## config.mk

```make
export PLATFORM = sky130hd
export DESIGN_NAME = arb_mux
export DESIGN_NICKNAME = d
export VERILOG_FILES = /design/src/rtl/arb_mux.sv
export SDC_FILE = /design/constraint.sdc
export NUM_CORES = 1
export LEC_CHECK = 0
export CAP_MARGIN = 20
export CORE_ASPECT_RATIO = 0.75
export CORE_MARGIN = 1
export CORE_UTILIZATION = 40
export CTS_CLUSTER_DIAMETER = 40
export DETAILED_ROUTE_END_ITERATION = 8
export PLACE_DENSITY = 0.85
export SLEW_MARGIN = 20
export SYNTH_ARGS = -nofsm -noshare
export SYNTH_HDL_FRONTEND = slang
export SYNTH_SLANG_ARGS = --single-unit
```

## constraint.sdc

```tcl
create_clock -name clk -period 3.03 [get_ports clk]
set_clock_uncertainty 0.05 [all_clocks]
set_input_delay 0.606 -clock clk [delete_from_list [all_inputs] [get_ports clk]]
set_output_delay 0.606 -clock clk [all_outputs]
set_load 0.1 [all_outputs]
```

## src/rtl/arb_mux.sv

```systemverilog
// Round-robin N-to-1 stream arbiter with a registered output stage.
// Define ARB_MUX_PKT_LOCK_EN to hold the grant on one channel until its in_last beat.
module arb_mux #(
   parameter  int WIDTH = 8,
   parameter  int N     = 4,
   localparam int SELW  = (N > 1) ? $clog2(N) : 1
) (
   input  logic               clk,
   input  logic               reset,
   input  logic [N-1:0]       in_valid,
   input  logic [N*WIDTH-1:0] in_data,
   input  logic [N-1:0]       in_last,
   output logic [N-1:0]       in_ready,
   output logic               out_valid,
   input  logic               out_ready,
   output logic [WIDTH-1:0]   out_data,
   output logic               out_last,
   output logic [SELW-1:0]    out_sel
);

   logic              r_out_valid;
   logic [WIDTH-1:0]  r_out_data;
   logic              r_out_last;
   logic [SELW-1:0]   r_out_sel;
   logic [SELW-1:0]   r_ptr;
`ifdef ARB_MUX_PKT_LOCK_EN
   logic              r_lock;
`endif

   logic              w_load;
   logic              w_xfer;
   logic [SELW-1:0]   w_gnt;
   logic              w_gnt_vld;
   logic [SELW:0]     w_pick;

   // Returns {found, index}; scanning offsets high-to-low lets the nearest requester win.
   function automatic logic [SELW:0] f_rr_pick(input logic [N-1:0] v, input logic [SELW-1:0] p);
      logic [SELW:0]   res;
      logic [SELW-1:0] sidx;
      int              idx;
      res = '0;
      for (int k = N; k >= 1; k--) begin
         idx  = (int'(p) + k) % N;
         sidx = idx[SELW-1:0];
         if (v[sidx]) res = {1'b1, sidx};
      end
      return res;
   endfunction

   assign w_load = !r_out_valid || out_ready;
   assign w_pick = f_rr_pick(in_valid, r_ptr);

   always_comb begin
      w_gnt     = w_pick[SELW-1:0];
      w_gnt_vld = w_pick[SELW];
`ifdef ARB_MUX_PKT_LOCK_EN
      if (r_lock) begin
         w_gnt     = r_ptr;
         w_gnt_vld = in_valid[r_ptr];
      end
`endif
   end

   assign w_xfer = w_load && w_gnt_vld && !reset;

   always_comb begin
      in_ready = '0;
      if (w_xfer) in_ready[w_gnt] = 1'b1;
   end

   always_ff @(posedge clk or posedge reset) begin
      if (reset) begin
         r_out_valid <= 1'b0;
         r_out_data  <= '0;
         r_out_last  <= 1'b0;
         r_out_sel   <= '0;
         r_ptr       <= SELW'(N - 1);
`ifdef ARB_MUX_PKT_LOCK_EN
         r_lock      <= 1'b0;
`endif
      end else begin
         if (w_xfer) begin
            r_out_valid <= 1'b1;
            r_out_data  <= in_data[int'(w_gnt)*WIDTH +: WIDTH];
            r_out_last  <= in_last[w_gnt];
            r_out_sel   <= w_gnt;
            r_ptr       <= w_gnt;
`ifdef ARB_MUX_PKT_LOCK_EN
            r_lock      <= !in_last[w_gnt];
`endif
         end else if (out_ready) begin
            r_out_valid <= 1'b0;
         end
      end
   end

   assign out_valid = r_out_valid;
   assign out_data  = r_out_data;
   assign out_last  = r_out_last;
   assign out_sel   = r_out_sel;

endmodule

```

# Yosys cells after proc, flatten, opt, wreduce, memory -nomap -nowiden
# Cells that the tools add are included.
# word_totals
register_bits	14
wordCells	42
# op_classes
n_addsub	4
n_lt_le_gt_ge	6
shift	1
n_mux	19
n_reduce_logical	7
# op_table
operator	n
$shiftx 32x6->8	1
$lt 2x3->1 const B	5
$mux 3	4
$bmux 1 s2	5
$mux 1	8
$add 2x1->2 const B	2
$add 2x2->2 const B	2
$mux 4	1
$logic_and 1x1->1	3
$demux 1 s2	1
$ge 2x1->1 const B	1
$logic_not 1->1	2
$reduce_bool 2->1	1
$logic_or 1x1->1	1

# Longest topological paths before layout
# logic_depth
ltp_word	12
ltp_mapped	7

# Worst setup path after synthesis
# OpenSTA, ideal clock, no wires.
# synth_path
path_kind	register -> output
from	reg r_out_valid (netlist: out_valid)
to	out in_ready[3]
arrival_time_ns	3.341
path_slack_ns	-0.967
path_stages_with_launch	5
cell_sequence	dfrtp_1 > nand2b_1 > nand2_1 > clkbuf_1 > nor3_1
# synth_via
elab_chain_cells	5
# synth_lines
element	line_no	rtl
from (decl)	21	logic r_out_valid;
from (signal assigned)	73	r_out_valid <= 1'b0;
from (signal assigned)	83	r_out_valid <= 1'b1;
from (signal assigned)	92	r_out_valid <= 1'b0;
$logic_not 1->1	50	assign w_load = !r_out_valid || out_ready;
$logic_or 1x1->1	50	
$logic_and 1x1->1 (2 in series)	64	assign w_xfer = w_load && w_gnt_vld && !reset;
$mux 4	68	if (w_xfer) in_ready[w_gnt] = 1'b1;
to (decl)	13	output logic [N-1:0] in_ready,
# No other way between the ends.

# Worst setup path in the final report
# layout_path
from	in in_valid[1]
to	out in_ready[1]
# layout_via
elab_chain_cells	11
elab_cells_between_ends	20
cone_classes	2 x order compare; 15 x mux; 3 x reduce/logical
# layout_lines
element	line_no	rtl
from (decl)	10	input logic [N-1:0] in_valid,
$bmux 1 s2	45	if (v[sidx]) res = {1'b1, sidx};
$mux 1 (not written as such)	45	
$mux 3 (3 in series)	45	
$mux 3 *	45	
$lt 2x3->1 (not written as such) or $ge 2x1->1 (tied branches)	68	
$logic_and 1x1->1 (not written as such)	68	
$mux 1 (not written as such)	68	
$demux 1 s2	68	
$mux 4 *	68	
# Every way passes the cells marked *; elsewhere a longest branch is shown, timed or not. The select of a mux whose other input is x is not followed.

==> insert_results.sql <==
INSERT INTO impl_metrics (metric_group, metric, value, unit) VALUES
('sta', 'post-route-min-period', '2.91', 'ns'),
('sta', 'min_period_over_period', '96.0', '%'),
('clock_network', 'cts-buffers-inserted', '3', ''),
('synth', 'synth_nets', '157', ''),
('final_layout', 'filler_cell_count', '201', ''),
('final_layout', 'multi_input_area', '596', 'um^2'),
('power', 'peakVddDrop', '0.511', 'mV'),
('sta', 'tightest_slew', '0.711', 'ns'),
('power', 'sequentialPowerShare', '23.3', '%'),
('routing', 'initialDrtViolationCount', '50', ''),
('floorplanning', 'pin_count', '59', ''),
('synth', 'post_synth_instance_area', '995', 'um^2'),
('power', 'p_sw', '636', 'uW'),
('place', 'dpl.hpwl', '2640', 'um'),
('final_layout', 'antenna_cells_inserted', '0', ''),
('setup_path', 'worstSetupPathDepth', '7', ''),
('final_layout', 'final_net_count', '219', ''),
('power', 'total_power', '1200', 'uW'),
('power', 'share_comb_of_total_power', '65.5', '%'),
('final_layout', 'most-common-layout-cells', 'clkdlybuf4s50_1, nand2_1, buf_4', ''),
('floorplanning', 'initial_standard_cell_utilization_of_the_core', '42.7', '%'),
('setup_path', 'crit_path_cell_trace', 'clkdlybuf4s50_1, nor2_1, a21oi_1, and2_1, nand2_1, nor2_2, buf_12', ''),
('job', 'max-cap-violations', '0', ''),
('setup_path', 'reg2regPathDepth', '5', ''),
('global_route', 'first_pass_grt_wire_length', '4990', 'um'),
('final_layout', 'synth_to_layout_area_growth', '68.3', '%'),
('floorplanning', 'fp.coreArea', '2330', 'um^2'),
('global_route', 'gr-usage-all-layers', '26.2', '%'),
('setup_path', 'kind_of_capture_point_of_the_worst_setup_path', 'output port', ''),
('sta', 'fmax', '0.344', 'GHz'),
('hold_path', 'hold_wc_path_type', 'reg2reg', ''),
('setup_path', 'worstSetupPathType', 'in2out', ''),
('clock_network', 'post_cts.repair.setup_buffers', '0', ''),
('synth', 'synth_cell_types', '30', ''),
('global_route', 'grt_util_met2', '49.2', '%'),
('power', 'cellPowerDensity', '718', 'nW/um^2'),
('clock_network', 'tritoncts_clock_tree', 'built', ''),
('routing', 'detailedRoute.firstPassIterationCount', '4', ''),
('floorplanning', 'die_w', '59.6', 'um'),
('routing', 'finalWirelength', '3220', 'um'),
('setup_path', 'reg_to_reg_critical_path_startpoint', 'r_ptr[1]', ''),
('setup_path', 'cp_top_family', 'buffers and inverters', ''),
('sta', 'timing.final.setup_violations', '0', ''),
('final_layout', 'commonest_non_fill_non_tap_cell_in_the_layout', 'clkdlybuf4s50_1', ''),
('final_layout', 'drive_above_1_share', '28.0', '%'),
('hold_path', 'worstHoldPathCells', '1', ''),
('clock_network', 'hold_buffers', '0', ''),
('sta', 'final-hold-violation-count', '0', ''),
('synth', 'syn_avg_cell_area', '8.73', 'um^2'),
('clock_network', 'clock_tree.buffer_depth', '2', ''),
('sta', 'slew_headroom', '52.4', '%'),
('setup_path', 'path_max_fanout', '6', ''),
('setup_path', 'regToRegSetupSlack', '0.95', 'ns'),
('final_layout', 'ff_latch_area', '353', 'um^2'),
('global_route', 'grt.overflow.total', '0', ''),
('outcome', 'status', 'completed', ''),
('power', 'switching_part_of_the_total', '52.9', '%'),
('hold_path', 'origin_of_the_worst_min_delay_path', 'out_sel[1]', ''),
('place', 'routabilityCongestion', '0.816', ''),
('floorplanning', 'floorplan.die_area', '2690', 'um^2'),
('clock_network', 'worst_setup_hold_path_clk_slew', '0.08', 'ns'),
('final_layout', 'design_area', '1670', 'um^2'),
('global_route', 'grt_max_degree', '15', ''),
('power', 'p_int', '566', 'uW'),
('setup_path', 'startpoint_type', 'primary input', ''),
('sta', 'timing.final.max_slew_violations', '0', ''),
('synth', 'synth_sequential_area_ratio', '35.5', '%'),
('setup_path', 'max_stage_delay', '0.60', 'ns'),
('clock_network', 'post_cts.resized_instances', '0', ''),
('sta', 'fin_hold_ws', '0.439', 'ns'),
('routing', 'ant_nets', '0', '');
power by group through the flow:
stage / combinational [uW] / clock (uW) / sequential [uW]
final: 788 / 135 / 280
after global routing: 824 / 153 / 286
after CTS: 790 / 139 / 279
after detailed placement: 789 / 0 / 282
after global placement: 774 / 0 / 278
after floorplan: 269 / 0 / 587
cells in the mapped netlist, drive strengths merged:
library cell | count | area, um^2
a221oi | 9 | 78.8
nor2 | 17 | 63.8
and3 | 2 | 12.5
and2 | 1 | 6.26
dfstp | 2 | 52.6
a21oi | 13 | 83.8
nor2b | 3 | 18.8
mux2 | 9 | 120
a21o | 2 | 15.0
o211a | 2 | 27.5
inv | 3 | 11.3
nand2b | 3 | 21.3
nand2 | 20 | 75.1
dfrtp | 12 | 300
a21boi | 1 | 7.51
nor3 | 1 | 5.00
o221ai | 1 | 15.0
o21ai | 4 | 23.8
clkbuf | 3 | 11.3
a211oi | 1 | 7.51
or2 | 1 | 6.26
buf | 4 | 31.3
stage by stage:
| stage | cells | setup slack [ns] | setup TNS, ns |
|---|---|---|---|
| 5_1_grt | 209 | 0.0456 | 0 |
| 4_1_cts | 209 | 0.129 | 0 |
| 3_3_place_gp | 205 | 0.216 | 0 |
| 2_1_floorplan | 114 | -0.112 | -0.112 |
| 3_5_place_dp | 205 | 0.129 | 0 |
| 6_report | 209 | 0.121 | 0 |
per-layer routing:
layer | vias to the layer above | share of wire, %
li1 | 523 | -
met1 | 521 | 40
met2 | 42 | 55
met3 | 4 | 4.6
met4 | 0 | 0.74
met5 | - | 0
layout make-up:
class / instances / share of cell area [%]
timing repair buffer: 64 / 38.0
clock buffer: 4 / 2.17
sequential: 14 / 21.1
inverter: 3 / 0.673
multi-input combinational: 90 / 35.6
tap: 34 / 2.54
worst max path at each step:
| stage | start | end | slack, ns |
|---|---|---|---|
| floorplan | out_valid | in_ready[3] | -0.11 |
| global placement | in_valid[1] | in_ready[3] | 0.22 |
| detailed placement | in_valid[1] | in_ready[0] | 0.13 |
| CTS | in_valid[1] | in_ready[0] | 0.13 |
| global route | in_valid[1] | in_ready[1] | 0.05 |
| finish | in_valid[1] | in_ready[1] | 0.12 |
state kept, by name, summed over array words and instances, names as in the netlist:
name	flops
out_data	8
out_sel	2
r_ptr	2
out_last	1
out_valid	1
kinds of logic after synthesis:
group,share of synthesized area (%)
simple gates,21.0
compound gates,26.0
flops,35.5
buf+inv,5.41
mux,12.1
Note: power is estimated with default switching activity, not from simulation.
